<file path="src/rtl/apb_arb_pkg.sv">
// ----------------------------------------------------------------------------
// apb_arb_pkg
// Shared types and sizing helpers for the APB master arbiter.
//   arb_state_t  : downstream transfer phase (IDLE / SETUP / ACCESS)
//   ptr_width()  : bits needed to hold a requester index
//   cnt_width()  : bits needed for the ACCESS wait counter, $clog2(TIMEOUT+1)
// ----------------------------------------------------------------------------
package apb_arb_pkg;

    typedef enum logic [1:0] {
        ST_IDLE   = 2'd0,
        ST_SETUP  = 2'd1,
        ST_ACCESS = 2'd2
    } arb_state_t;

    function automatic int ptr_width(input int n);
        return (n > 1) ? $clog2(n) : 1;
    endfunction

    // A disabled timeout (0) still gets a 1-bit counter so widths stay legal.
    function automatic int cnt_width(input int timeout);
        return (timeout < 1) ? 1 : $clog2(timeout + 1);
    endfunction

    localparam int DEF_TIMEOUT = 255;
    localparam int DEF_CNT_W   = cnt_width(DEF_TIMEOUT);

endpackage

</file>
<file path="src/rtl/apb_master_arbiter_rr_arbiter.sv">
// ----------------------------------------------------------------------------
// rr_arbiter
// Purely combinational round-robin pick: the first set bit of req searching
// upward from ptr+1, wrapping at N.
//   req : N    request vector
//   ptr : PW   index of the last winner
//   gnt : N    one-hot winner, 0 when req is 0
// ----------------------------------------------------------------------------
module rr_arbiter #(
    parameter int N  = 4,
    parameter int PW = (N > 1) ? $clog2(N) : 1
) (
    input  logic [N-1:0]  req,
    input  logic [PW-1:0] ptr,
    output logic [N-1:0]  gnt
);

    localparam int SW = PW + 1;

    logic [SW-1:0] sh;
    logic [N-1:0]  rreq;
    logic [N-1:0]  rgnt;

    // Rotate so the highest-priority requester sits at bit 0, take the lowest
    // set bit, then rotate the grant back into place.
    always_comb begin
        sh   = (ptr == PW'(N - 1)) ? '0 : ({1'b0, ptr} + SW'(1));
        rreq = N'({req, req} >> sh);
        rgnt = rreq & (~rreq + N'(1));
        gnt  = N'(({rgnt, rgnt} << sh) >> N);
    end

endmodule

</file>
<file path="src/rtl/apb_master_arbiter.sv">
// ----------------------------------------------------------------------------
// apb_master_arbiter
// Shares one downstream APB port between NB_REQ requesters. Round-robin grant,
// a single transfer in flight, registered SETUP/ACCESS sequencing and a
// per-transfer pready timeout that answers the owner with PSLVERR.
//
// Ports
//   clk_i, rst_i            clock, async active-high reset
//   s_psel_i/s_penable_i    per-requester select / enable
//   s_pwrite_i              per-requester direction
//   s_paddr_i/s_pwdata_i    flattened per-requester address / write data
//   s_prdata_o              flattened read data, only the owner's slice driven
//   s_pready_o/s_pslverr_o  one-hot completion / error to the owner
//   m_*                     downstream APB master port (psel/penable registered)
//   grant_o                 one-hot owner, 0 while IDLE
//   timeout_o               one-cycle pulse when a transfer is aborted
//
// state  | meaning
// IDLE   | no transfer; arbitrate and capture the winner's request
// SETUP  | m_psel=1, m_penable=0 for one cycle
// ACCESS | m_penable=1, wait for m_pready_i or the timeout
// ----------------------------------------------------------------------------
module apb_master_arbiter
    import apb_arb_pkg::*;
#(
    parameter int NB_REQ         = 4,
    parameter int APB_ADDR_WIDTH = 32,
    parameter int APB_DATA_WIDTH = 32,
    parameter int TIMEOUT        = 255
) (
    input  logic                             clk_i,
    input  logic                             rst_i,
    input  logic [NB_REQ-1:0]                s_psel_i,
    input  logic [NB_REQ-1:0]                s_penable_i,
    input  logic [NB_REQ-1:0]                s_pwrite_i,
    input  logic [NB_REQ*APB_ADDR_WIDTH-1:0] s_paddr_i,
    input  logic [NB_REQ*APB_DATA_WIDTH-1:0] s_pwdata_i,
    output logic [NB_REQ*APB_DATA_WIDTH-1:0] s_prdata_o,
    output logic [NB_REQ-1:0]                s_pready_o,
    output logic [NB_REQ-1:0]                s_pslverr_o,
    output logic                             m_psel_o,
    output logic                             m_penable_o,
    output logic                             m_pwrite_o,
    output logic [APB_ADDR_WIDTH-1:0]        m_paddr_o,
    output logic [APB_DATA_WIDTH-1:0]        m_pwdata_o,
    input  logic [APB_DATA_WIDTH-1:0]        m_prdata_i,
    input  logic                             m_pready_i,
    input  logic                             m_pslverr_i,
    output logic [NB_REQ-1:0]                grant_o,
    output logic                             timeout_o
);

    localparam int AW    = APB_ADDR_WIDTH;
    localparam int DW    = APB_DATA_WIDTH;
    localparam int PW    = ptr_width(NB_REQ);
    localparam int CNT_W = cnt_width(TIMEOUT);

    arb_state_t        state;
    logic [NB_REQ-1:0] arb_gnt;
    logic [NB_REQ-1:0] grant_q;
    logic [PW-1:0]     ptr_q;
    logic [CNT_W-1:0]  cnt_q;

    logic [PW-1:0]     win_idx;
    logic [AW-1:0]     win_addr;
    logic [DW-1:0]     win_data;
    logic              win_write;

    logic              timeout_hit;
    logic              resp_done;

    rr_arbiter #(
        .N  (NB_REQ),
        .PW (PW)
    ) u_rr_arbiter (
        .req (s_psel_i),
        .ptr (ptr_q),
        .gnt (arb_gnt)
    );

    always_comb begin
        win_idx   = '0;
        win_addr  = '0;
        win_data  = '0;
        win_write = 1'b0;
        for (int k = 0; k < NB_REQ; k++) begin
            if (arb_gnt[k]) begin
                win_idx   = PW'(k);
                win_addr  = s_paddr_i[k*AW +: AW];
                win_data  = s_pwdata_i[k*DW +: DW];
                win_write = s_pwrite_i[k];
            end
        end
    end

    // The timeout fires on the ACCESS cycle where the counter sits at
    // TIMEOUT-1; a pready arriving on that same cycle takes precedence.
    assign timeout_hit = (TIMEOUT != 0) && (state == ST_ACCESS) && !m_pready_i &&
                         (cnt_q == CNT_W'(TIMEOUT - 1));
    assign resp_done   = (state == ST_ACCESS) && (m_pready_i || timeout_hit);
    assign timeout_o   = timeout_hit;
    assign grant_o     = grant_q;

    always_ff @(posedge clk_i or posedge rst_i) begin
        if (rst_i) begin
            state       <= ST_IDLE;
            grant_q     <= '0;
            ptr_q       <= PW'(NB_REQ - 1);
            cnt_q       <= '0;
            m_psel_o    <= 1'b0;
            m_penable_o <= 1'b0;
            m_pwrite_o  <= 1'b0;
            m_paddr_o   <= '0;
            m_pwdata_o  <= '0;
        end else begin
            case (state)
                ST_IDLE: begin
                    if (|s_psel_i) begin
                        grant_q    <= arb_gnt;
                        ptr_q      <= win_idx;
                        m_paddr_o  <= win_addr;
                        m_pwdata_o <= win_data;
                        m_pwrite_o <= win_write;
                        m_psel_o   <= 1'b1;
                        state      <= ST_SETUP;
                    end
                end
                ST_SETUP: begin
                    m_penable_o <= 1'b1;
                    cnt_q       <= '0;
                    state       <= ST_ACCESS;
                end
                ST_ACCESS: begin
                    if (resp_done) begin
                        m_psel_o    <= 1'b0;
                        m_penable_o <= 1'b0;
                        grant_q     <= '0;
                        state       <= ST_IDLE;
                    end else begin
                        cnt_q <= cnt_q + CNT_W'(1);
                    end
                end
                default: state <= ST_IDLE;
            endcase
        end
    end

    // A waiting requester sits in its own access phase (psel and penable high).
    // If the owner has let go of either, it abandoned the transfer: the
    // downstream side still completes but nothing is reflected back.
    always_comb begin
        s_pready_o  = '0;
        s_pslverr_o = '0;
        s_prdata_o  = '0;
        for (int k = 0; k < NB_REQ; k++) begin
            if (resp_done && grant_q[k] && s_psel_i[k] && s_penable_i[k]) begin
                s_pready_o[k]  = 1'b1;
                s_pslverr_o[k] = timeout_hit | m_pslverr_i;
                if (!timeout_hit) begin
                    s_prdata_o[k*DW +: DW] = m_prdata_i;
                end
            end
        end
    end

endmodule

</file>
<file path="config.mk">
export PLATFORM = sky130hd
export DESIGN_NAME = apb_master_arbiter
export DESIGN_NICKNAME = d
export VERILOG_FILES = /design/src/rtl/apb_arb_pkg.sv /design/src/rtl/apb_master_arbiter_rr_arbiter.sv /design/src/rtl/apb_master_arbiter.sv
export SDC_FILE = /design/constraint.sdc
export NUM_CORES = 1
export LEC_CHECK = 0
export CORE_AREA = 2 2 198 200
export CTS_CLUSTER_DIAMETER = 120
export DETAILED_ROUTE_END_ITERATION = 10
export DIE_AREA = 0 0 200 202
export GPL_ROUTABILITY_DRIVEN = 0
export PLACE_DENSITY = 0.48
export SLEW_MARGIN = 15
export SYNTH_ARGS = -nofsm -noshare
export SYNTH_HDL_FRONTEND = slang
export SYNTH_SLANG_ARGS = --single-unit
</file>
<file path="constraint.sdc">
create_clock -name clk_i -period 3.4 [get_ports clk_i]
set_clock_uncertainty 0.2 [all_clocks]
set_input_delay 0.68 -clock clk_i [delete_from_list [all_inputs] [get_ports clk_i]]
set_output_delay 0.68 -clock clk_i [all_outputs]
set_load 0.05 [all_outputs]
</file>
* Yosys cells after proc, flatten, opt, wreduce, memory -nomap -nowiden
Index checks and enable logic that the tools add are counted.
** Storage, ports and cells
- Bits in registers :: 83
- Input port bits :: 304
- Output and inout port bits :: 208
- Word-level logic and storage cells :: 91
** Cells by class
- Add/subtract/negate cells :: 3
- Equality and inequality tests :: 7
- Shift operators :: 2
- Mux-type cells :: 41
- Bitwise operators :: 3
- Reductions and logical operators :: 26
** Operators by type and width (count)
- $mux W32 :: 13
- $pmux W8 S2 :: 1
- $logic_and A1 B1 Y1 :: 15
- $mux W1 :: 15
- $add A8 B1 Y8 const B :: 1
- $eq A8 B8 Y1 const B :: 1
- $mux W2 :: 4
- $mux W4 :: 2
- $mux W8 :: 1
- $pmux W4 S2 :: 1
- $reduce_and A2 Y1 :: 4
- $shl A8 B3 Y8 :: 1
- $shr A8 B3 Y4 :: 1
- $ne A2 B2 Y1 const B :: 3
- $pmux W2 S3 :: 1
- $add A4 B1 Y4 const B :: 1
- $and A4 B4 Y4 :: 1
- $eq A2 B2 Y1 const B :: 2
- $not A4 Y4 :: 1
- $pmux W1 S2 :: 2
- $reduce_bool A2 Y1 :: 2
- $reduce_or A4 Y1 :: 1
- $add A2 B1 Y3 const B :: 1
- $mux W3 :: 1
- other kinds (6) :: 6

* Longest topological paths before layout
Gate-level depths: netlist of run 1.
- Depth after elaboration :: 11
- Depth in mapped cells :: 10
- Mapped depth without buffers :: 7

* Hierarchy
From an unflattened synthesis of run 1, not the netlist that was laid out.
** Unflattened totals
- Cells, all modules :: 785
- Area, all modules :: 6047.0 µm²
** By module, submodules not included
- apb_master_arbiter :: instances 1, cells an instance 737, area each 5728.0 µm², sequential area each 2079.5 µm²
- rr_arbiter :: instances 1, cells an instance 48, area each 319.1 µm², sequential area each 0.0 µm²

* Worst setup path before layout of run 1
OpenSTA, ideal clock, no wires.
- Path type :: input to output
- Start point :: input m_pready_i
- End point :: output s_pslverr_o[0]
- Data arrival time :: 3.277 ns
- Required time :: 2.520 ns
- Slack :: -0.757 ns
- Stages on the path :: 3
- Buffers on the path :: 0
- Cell sequence :: nor4_1 nor2_1 nor2_1
** On the way
- Word-level cells in the longest chain between the ends :: 9
- Elaborated cells on any way between the ends :: 10
- Classes of those cells :: mux (1); bitwise (1); reduce/logical (8)
** Ends and longest elaborated chain
- from (decl) :: line apb_master_arbiter.sv:47 : input logic m_pready_i,
- $logic_not A1 Y1 :: line apb_master_arbiter.sv:98 : assign timeout_hit = (TIMEOUT != 0) && (state == ST_ACCESS) && !m_pready_i &&
- $logic_and A1 B1 Y1 (2 in series) :: line apb_master_arbiter.sv:98
- $logic_or A1 B1 Y1 :: line apb_master_arbiter.sv:100 : assign resp_done = (state == ST_ACCESS) && (m_pready_i || timeout_hit);
- $logic_and A1 B1 Y1 :: line apb_master_arbiter.sv:100
- $logic_and A1 B1 Y1 (3 in series) :: line apb_master_arbiter.sv:156 : if (resp_done && grant_q[k] && s_psel_i[k] && s_penable_i[k]) begin
- $mux W1 (*) :: line apb_master_arbiter.sv:156
- to (decl) :: line apb_master_arbiter.sv:40 : output logic [NB_REQ-1:0] s_pslverr_o,
Every way passes the cells marked *; elsewhere a longest branch is shown, timed or not.

* Final worst setup path of run 1
- Start point :: register cnt_q[0]
- End point :: output s_prdata_o[96]
** On the way
- Word-level cells in the longest chain between the ends :: 8
- Elaborated cells on any way between the ends :: 9
- Classes of those cells :: eq/ne (1); mux (2); reduce/logical (6)
** Ends and longest elaborated chain
- from (decl) :: line apb_master_arbiter.sv:62 : logic [CNT_W-1:0] cnt_q;
- from (signal assigned) :: line apb_master_arbiter.sv:140 : cnt_q <= cnt_q + CNT_W'(1);
- $eq A8 B8 Y1 (*) :: line apb_master_arbiter.sv:99 : (cnt_q == CNT_W'(TIMEOUT - 1));
- $logic_and A1 B1 Y1 (*) :: line apb_master_arbiter.sv:98
- $logic_or A1 B1 Y1 :: line apb_master_arbiter.sv:100
- $logic_and A1 B1 Y1 :: line apb_master_arbiter.sv:100
- $logic_and A1 B1 Y1 (3 in series) :: line apb_master_arbiter.sv:156
- $mux W32 (*) :: line apb_master_arbiter.sv:156
- to (decl) :: line apb_master_arbiter.sv:38 : output logic [NB_REQ*APB_DATA_WIDTH-1:0] s_prdata_o,
Marked as above.

==> results list, run 1 <==
- Clock latency on the worst-skew pair, taken at its later pin, is between 0.3 and 0.4 ns.
- Dividing total power by cell area gives a power density of 719 nW/um^2.
- The final count of hold timing violations is 0.
* Worst slew margin relative to its limit: between 30 and 40%
- The first TritonRoute pass finished after 8 iterations.
- Leakage dissipation: 5.27 nW
- Warnings from Yosys: 0
- Setup violations, final: 0
- The synthesized design contains between 80 and 90 register bits.
- Buffers added on ports: slightly above 500
- Total vias in the final route: just under 8000
* Number of antenna violations at the first check in global routing: 1
- Critical Path Source Type: flip-flop
- Total congestion overflow: 0
- In this run the worst path has a maximum fanout of 32.
- In this run the clock root is driven by a clkbuf_16.
* Die Area: between 40000 and 50000 sq um
* Hold/Removal Path Class: reg -> reg
* Ant. Diodes: 0
- Data on the critical path arrives at its endpoint at 2.41 ns.
- Number of cells after detailed placement: 1704
- Synth Area in Adders: 0.688%
* Share of post-route cells with drive strength above 1: around a fifth
- # clock sinks: between 80 and 90
- STA puts the critical path data required time at 2.52 ns.
* Number of global-route vias before repair: slightly below 8000
- Once detail routing completed, the nets flagged for antenna violations numbered 0.
- In the routed design, unresolved DRC markers number 0.
* Synthesized-area fraction occupied by ao, oa, aoi and oai cells: 21.3%
- Top_reg_cell synth: dfrtp_1
- Number of synthesized flops with an enable pin: 0
* Slew at the pin closest to its max-slew limit: 0.991 ns
* Post-Synthesis Net Count: approximately 990
- The filler cells instantiated in the layout total about 4000.
* Gate count of the mapped netlist: a little under 700
- Clock tree synthesis inserted a total of 9 buffers.
* Row Count: a little over 70
- The number of pins with negative max-slew slack in the final report is 0.
* Library cells used by synthesis: 59
- Critical path start-end classification: reg -> out
* GR Util All Layers: between 15 and 20%
- Xor/xnor cell area share of the yosys netlist: 0.321%
* Fin nets: ~1500
- Starting utilization of the core area: 14.2%
- Proportion of register bits with asynchronous set or reset after synthesis: 100%
- Part of the Yosys area used for sequential elements: a little under two fifths
- TritonCTS clock tree: yes
- After detailed routing, the average wire length per cell comes to approximately 21 um.
- Synthesized-area fraction occupied by and/or/nand/nor cells: 31.2%
- The smallest clock period supported by the final layout is computed as 3.29 ns.
- Syn_area_per_cell: 7.94 sq um
- Maximum number of pins on one net before global-route repair: between 70 and 80
- Clock transition at the register clock pins on the worst setup and hold paths after CTS: ~0.060 ns
- Die H: between 200 and 250 um
- CTS built an H-tree with a depth of 3.
- The total area inside the core boundary comes to between 30000 and 40000 sq um.
- Number of DRC markers after the initial detailed-route iteration: approximately 590
* Via/cell ratio: 4.47
* Final std cells w/o fill: between 1500 and 2000
* Combinational family with the most area after synthesis: simple AND/OR/NAND/NOR gates
* HPWL after detailed placement: between 20000 and 30000 um
- Maximum clock path buffer count: 2
- Boundary pin count: slightly above 500
* Top achievable clock speed: between 300 and 400 MHz
* Run status: completed
- Setup repair after global routing left no endpoint under its margin.
- Maximum vdd drop: around 470 uV
- Final worst-path cycle share: a little over nine tenths
- Max-cap violations: 0
* Category of the worst setup path capture point: output pin
- From left edge to right edge, the die measures 200 um.
* Mux contribution to synthesized area: 1.28%
* Area added between synthesis and finish: 142%
- For the final routed database, the setup TNS stands at 0 ns.
- Summing all placed instances gives a cell area of 12800 sq um.
- Wire length of the first global-routing pass: a little over 50000 um
- Final hold slack: about 0.28 ns
- The finished cells cover approximately 13000 sq um.
* Synthesized area: between 5000 and 6000 sq um
- The final layout contains routed wiring with a total length of approximately 36000 um.
## placed cells by master, fill, tap and decap left out, drive strengths merged, types with 2 or more instances in the layout
cell type / count
o22ai: 3
o21a: 2
and2: 4
a31o: 3
a21o: 2
a211o: 3
nand2b: 3
a21oi: 2
buf: 197
and3: 2
o21ai: 24
ha: 3
inv: 8
mux2i: 7
nor2: 145
nor3: 8
a32oi: 13
nand3b: 2
clkdlybuf4s50: 373
dfstp: 2
dfrtp: 81
nand4: 6
nand2: 95
clkinv: 2
o211ai: 3
nand3: 106
a2111oi: 2
nor4: 3
bufinv: 2
clkbuf: 12
nor2b: 2
a222oi: 65
## critical path, cell delays in order (launching register included)
cell	delay (ns)
dfrtp_2	0.44
inv_1	0.07
ha_2	0.20
nand3_2	0.11
or4b_4	0.54
buf_12	0.18
nand2_1	0.14
nor2_1	0.07
buf_4	0.15
buf_12	0.14
## cell families after synthesis
logic type	after synthesis
fa+ha+maj	3
flops	83
simple gates	383
mux	7
compound gates	131
xor+xnor	2
buf+inv	78
## state kept, by name, indices dropped and copies added (netlist names), 2 cells and up
register and count:
cnt_q 8, grant_o 4, m_paddr_o 32, m_pwdata_o 32, ptr_q 2, state 2
## final timing paths
check / start / end / slack (ns) / cells past startpoint
worst max-delay path: cnt_q[0]$_DFFE_PP0P_ / s_prdata_o[96] / 0.11 / 9
worst min-delay path: m_psel_o$_DFFE_PP0P_ / m_psel_o$_DFFE_PP0P_ / 0.28 / 1
worst max register to register: ptr_q[0]$_DFFE_PP1P_ / m_paddr_o[1]$_DFFE_PP0P_ / 0.48 / 9
worst min register to register: m_psel_o$_DFFE_PP0P_ / m_psel_o$_DFFE_PP0P_ / 0.28 / 1
max in group asynchronous: rst_i / ptr_q[0]$_DFFE_PP1P_ / 1.85 / 3
min in group asynchronous: rst_i / m_paddr_o[7]$_DFFE_PP0P_ / 0.41 / 2
## what timing repair did
item | 4_1_cts | 5_1_grt
setup buffers | 2 | 0
endpoints found under the setup margin | 10 | 122
hold buffers | 0 | 0
gates resized for setup | 1 | 9
cloned | 0 | 0
## layer usage
layer  wire, um  up-vias  global-route usage [%]
met5          0        -                       0
met2      18500      440                    31.2
met1      13300     3627                    19.0
met4        965        0                    5.61
met3       3550       49                    5.39
li1           -     3573                       -
## stage by stage
| step | utilization [%] | total power [mW] | setup slack [ns] |
|---|---|---|---|
| after floorplan | - | 5.70 | 0.255 |
| after global placement | 33.5 | 8.43 | 0.0448 |
| after detailed placement | 33.5 | 8.45 | -0.0670 |
| after CTS | 34.4 | 9.64 | 0.0114 |
| after global routing | 34.5 | 10.1 | 0.00163 |
| final | 34.5 | 9.50 | 0.115 |
## synthesized netlist by cell type (2+ instances only)
| cell | number | area, sq um |
|---|---|---|
| nor2_1 | 145 | 544 |
| nand3_1 | 106 | 531 |
| nand2_1 | 95 | 357 |
| dfrtp_1 | 81 | 2030 |
| a222oi_1 | 65 | 651 |
| clkbuf_1 | 34 | 128 |
| buf_2 | 24 | 120 |
| o21ai_1 | 15 | 75.1 |
| a32oi_1 | 13 | 114 |
| o21ai_0 | 9 | 45.0 |
| inv_1 | 8 | 30.0 |
| mux2i_1 | 7 | 70.1 |
| buf_6 | 6 | 67.6 |
| nand4_1 | 6 | 37.5 |
| nor3_1 | 5 | 25.0 |
| and2_1 | 4 | 25.0 |
| buf_4 | 4 | 30.0 |
| a211o_1 | 3 | 26.3 |
| ha_1 | 3 | 37.5 |
| nand2b_1 | 3 | 18.8 |
| nor4_1 | 3 | 18.8 |
| a21o_1 | 2 | 15.0 |
| a31o_2 | 2 | 17.5 |
| and3_1 | 2 | 12.5 |
| dfstp_2 | 2 | 52.6 |
| nand3b_1 | 2 | 15.0 |
| nor2b_1 | 2 | 12.5 |
| nor3_2 | 2 | 20.0 |
| o211ai_1 | 2 | 15.0 |
| o21a_1 | 2 | 15.0 |
| o22ai_1 | 2 | 12.5 |
## area by class of cell
| type | instances | area, sq um | share of cell area [%] |
|---|---|---|---|
| well taps | 518 | 648 | 4.91 |
| clock buffers | 12 | 256 | 1.94 |
| clock inverters | 4 | 72.6 | 0.549 |
| multi-input cells | 526 | 3060 | 23.2 |
| inverters | 9 | 36.3 | 0.275 |
| repair buffers | 570 | 7050 | 53.4 |
| flip-flops and latches | 83 | 2080 | 15.8 |
## where the power goes
group	internal (mW)	total [mW]	switching, mW	leakage (nW)
logic	2.53	6.59	4.06	4.08
clock network	0.685	1.14	0.452	0.159
registers	1.48	1.77	0.286	1.03
total	4.70	9.50	4.80	5.27
Power figures use the tool's default switching activity.
==> inputs of run 2 (changes only) <==
--- a/config.mk
+++ b/config.mk
@@ -5,13 +5,14 @@
 export SDC_FILE = /design/constraint.sdc
 export NUM_CORES = 1
 export LEC_CHECK = 0
-export CORE_AREA = 2 2 198 200
+export CORE_AREA = 2 2 197 199
 export CTS_CLUSTER_DIAMETER = 120
 export DETAILED_ROUTE_END_ITERATION = 10
-export DIE_AREA = 0 0 200 202
+export DIE_AREA = 0 0 199 201
 export GPL_ROUTABILITY_DRIVEN = 0
-export PLACE_DENSITY = 0.48
+export PLACE_DENSITY = 0.5
 export SLEW_MARGIN = 15
 export SYNTH_ARGS = -nofsm -noshare
 export SYNTH_HDL_FRONTEND = slang
+export SYNTH_HIERARCHICAL = 1
 export SYNTH_SLANG_ARGS = --single-unit
==> results list, run 2 <==
- The synthesized design spends more area on one cell type than any other, namely dfrtp_1.
- The path class of the tightest hold or removal check is reg -> reg.
- Maximum clock path buffer count: 2 (unchanged)
- Critical Path Source Type: primary input
- Setup repair after global routing left no endpoint under its margin.
- Total Routed Length: 35500 um (-2.3%)
* Synthesized area: 6050 sq um (+11%)
* Number of synthesized flops with an enable pin: 0 (unchanged)
- The post-synthesis net count was 1092 (+9.9%).
- Final Slew Violations: 0 (unchanged)
* Buffers added on ports: 511 (unchanged)
- The worst supply voltage drop on vdd came to 623 uV (+33%).
- The power share of the sequential group came to 14.4% (-4.2 points).
- The overall fraction of global-route tracks in use came to 16.3% (-0.90 points).
- The area share of the largest cell type after synthesis came to 33.5% (-3.7 points).
- Number of endpoints with negative hold slack in the final report: 0 (unchanged)
- Met1 track demand over resource: 18.4% (-0.51 points)
- CTS Hold Buffers Added: 0 (unchanged)
- The number of top-level design ports is 512 (unchanged).
* Number of global-route vias before repair: 7967 (+0.66%)
- Total congestion overflow: 0 (unchanged)
- Post-DRT Antenna Nets: 0 (unchanged)
- The setup-violating endpoint count in the final report is 0 (unchanged).
* Critical path start-end classification: in -> reg
- Data arrival at the endpoint of the critical path: 3.30 ns (+0.89 ns)
* Wire length of the first global-routing pass: 49600 um (-3.4%)
- The global routing met2 resource utilization came to 29.7% (-1.5 points).
* Placeable core region: 38100 sq um (-0.47%)
* Design internal power: 6.14 mW (+31%)
* Proportion of register bits with asynchronous set or reset after synthesis: 100% (unchanged)
* Area added between synthesis and finish: 130%
- Required @ worst endpoint: 3.42 ns (+0.90 ns)
* Critical Path Fanout Max: 23 (-28%)
* Die H: 201 um (-0.50%)
- The wire length per cell after detailed routing came to 19.6 um (-7.2%).
- Busiest grt layer: met2
- The maximum operating frequency is 305 MHz (about the same).
* Register bit count reported by yosys: 83 (unchanged)
- Root buffer cell: clkbuf_16
- Max-cap violations: 0 (unchanged)
* Top_reg_cell synth: dfrtp_1
* Total DRC errors in the routed layout: 0 (unchanged)
- The starting utilization of the core area was 15.9% (+1.6 points).
- Number of antenna violations at the first check in global routing: 0 (-1)
- The iteration count of the initial detailed-routing pass came to 4 (-4).
- Part of the total power dissipated in combinational logic: 77.1% (+7.7 points)
- The number of core rows is 72 (unchanged).
- The latest clock arrival within the worst-skew pair came to 0.35 ns (about the same).
* Worst slew margin relative to its limit: 60.4% (+27 points)
- The power per cell area is 913 nW/um^2 (+27%).
- The number of DRC violations after detailed-routing iteration 0 is 291 (-51%).
- HPWL after detailed placement: 26800 um (-7.2%)
- Switching power as a share of total power: 51.6% (+1.1 points)
* Top post-synthesis cells by count: nand2_1, nor2_1, dfrtp_1
- The number of warnings reported in the yosys synthesis log was 6 (+6).
- Ant. Diodes: 0 (unchanged)
* Library cells used by synthesis: 51 (-14%)
- Total vias in the final route: 8049 (+4.7%)
* Global routing met3 resource utilization: 4.54% (-0.85 points)
* Clock network fraction of total power: 8.5% (-3.5 points)
- The fraction of the cycle the final worst path needs is 96.5% (about the same).
- Depth of the CTS H-tree: 3 (unchanged)
- The per-instance average area after synthesis was 7.70 sq um (-2.9%).
* Top library cells by usage in the layout, fill and taps aside: clkdlybuf4s50_1, nand2_1, buf_12, nor2_1, dfrtp_1
- The pre-CTS setup slack is -0.280 ns (-0.213 ns).
- Biggest regs: m_paddr_o (32), m_pwdata_o (32), cnt_q (8)
- # clock sinks: 83 (unchanged)
- The largest net degree at the start of global routing came to 84 (+17%).
* Category of the worst setup path capture point: flip-flop
- After synthesis, the cell types taking the most area are dfrtp_1, nand2_1, o2111ai_1.
- The die footprint came to 40000 sq um (-0.99%).
* Leakage dissipation: 5.05 nW (-4.1%)
- Total power: 12.7 mW (+34%)
* Slew at the pin closest to its max-slew limit: 0.591 ns (-0.400 ns)
- The library cell used most frequently in the layout, excluding fill and tap cells, is clkdlybuf4s50_1.
- Final worst setup slack: 0.118 ns (+0.00310 ns)
- Die Wd: 199 um (-0.50%)
- The average via count per standard cell is 4.44 (-0.57%).
- Run status: completed
* TritonCTS clock tree: yes
- Clock buffers created by TritonCTS: 9 (unchanged)
- By instance count, the leading cell after synthesis is nand2_1.
* Switching power of the nets: 6.56 mW (+37%)
* Clock transition at the register clock pins on the worst setup and hold paths after CTS: 0.07 ns (about the same)
- Fin nets: 1598 (+6.1%)
* Shortest clock period the worst path allows after layout: 3.28 ns (-0.00310 ns)
- Part of the Yosys area used for sequential elements: 34.4% (-3.7 points)
* Share of post-route cells with drive strength above 1: 18.1% (-2.0 points)
* Gate count of the mapped netlist: 785 (+14%)
run 2: path summary, 6_finish.rpt:
check                                            end  slack (ns)                 startpoint  cells after the start
min in group asynchronous  m_pwdata_o[8]$_DFFE_PP0P_        0.56                      rst_i                      3
hold / removal             m_pwdata_o[4]$_DFFE_PP0P_        0.29  m_pwdata_o[4]$_DFFE_PP0P_                      1
setup / recovery           m_paddr_o[30]$_DFFE_PP0P_        0.12                s_psel_i[1]                     12
setup reg to reg           m_paddr_o[30]$_DFFE_PP0P_        0.13       ptr_q[0]$_DFFE_PP1P_                     12
max in group asynchronous       ptr_q[0]$_DFFE_PP1P_        2.01                      rst_i                      3
hold reg to reg            m_pwdata_o[4]$_DFFE_PP0P_        0.29  m_pwdata_o[4]$_DFFE_PP0P_                      1
run 2: cell type report:
class / instances / area (sq um)
clock buffer: 11 / 233
clock inverter: 4 / 76.3
fill: 3852 / 24200
inverter: 7 / 27.5
multi-input combinational: 615 / 3630
sequential: 83 / 2080
tap: 518 / 648
timing repair buffer: 575 / 7210
run 2: what timing repair did:
item	CTS	global route
gates resized for setup	0	11
endpoints found under the setup margin	0	65
setup buffers	0	11
run 2: power groups by stage:
stage	clock, mW	sequential, mW	combinational, mW
finish	1.08	1.82	9.79
CTS	1.14	1.82	9.22
floorplan	0	3.28	4.17
detailed placement	0	1.83	9.19
global route	1.17	1.89	10.5
global placement	0	1.82	9.15
run 2: worst max-delay path, cell delays in order:
cell,delay [ns]
clkdlybuf4s50_1,0.42
or4b_4,0.54
a211oi_4,0.25
o22ai_2,0.11
buf_4,0.15
a22oi_2,0.22
nor4b_4,0.08
buf_4,0.16
buf_4,0.15
buf_12,0.16
a221oi_2,0.24
a21oi_1,0.10
run 2: cells by family (layout without fill, tap and decap cells):
group / count (synthesis) / in the layout / synth area share (%)
mux: 6 / 6 / 0.993
flops: 83 / 83 / 34.4
compound gates: 236 / 236 / 30.1
simple gates: 370 / 370 / 27.0
buf+inv: 87 / 597 / 6.91
fa+ha+maj: 3 / 3 / 0.621
run 2: metal layers:
metal / wire (um) / part of all wire, %
met1: 13700 / 39
met2: 18400 / 52
met3: 2690 / 7.6
met4: 685 / 1.9
met5: 0 / 0
run 2: stage by stage:
step	cells	cell area (sq um)	util (%)	hold slack [ns]	setup TNS [ns]
detailed placement	1783	13400	35.1	0.279	-12.64
floorplan	785	6050	-	0.281	0
finish	1813	13900	36.5	0.287	0
global route	1813	13900	36.5	0.301	0
global placement	1783	13400	35.1	0.271	-10.45
CTS	1798	13700	35.9	0.294	0
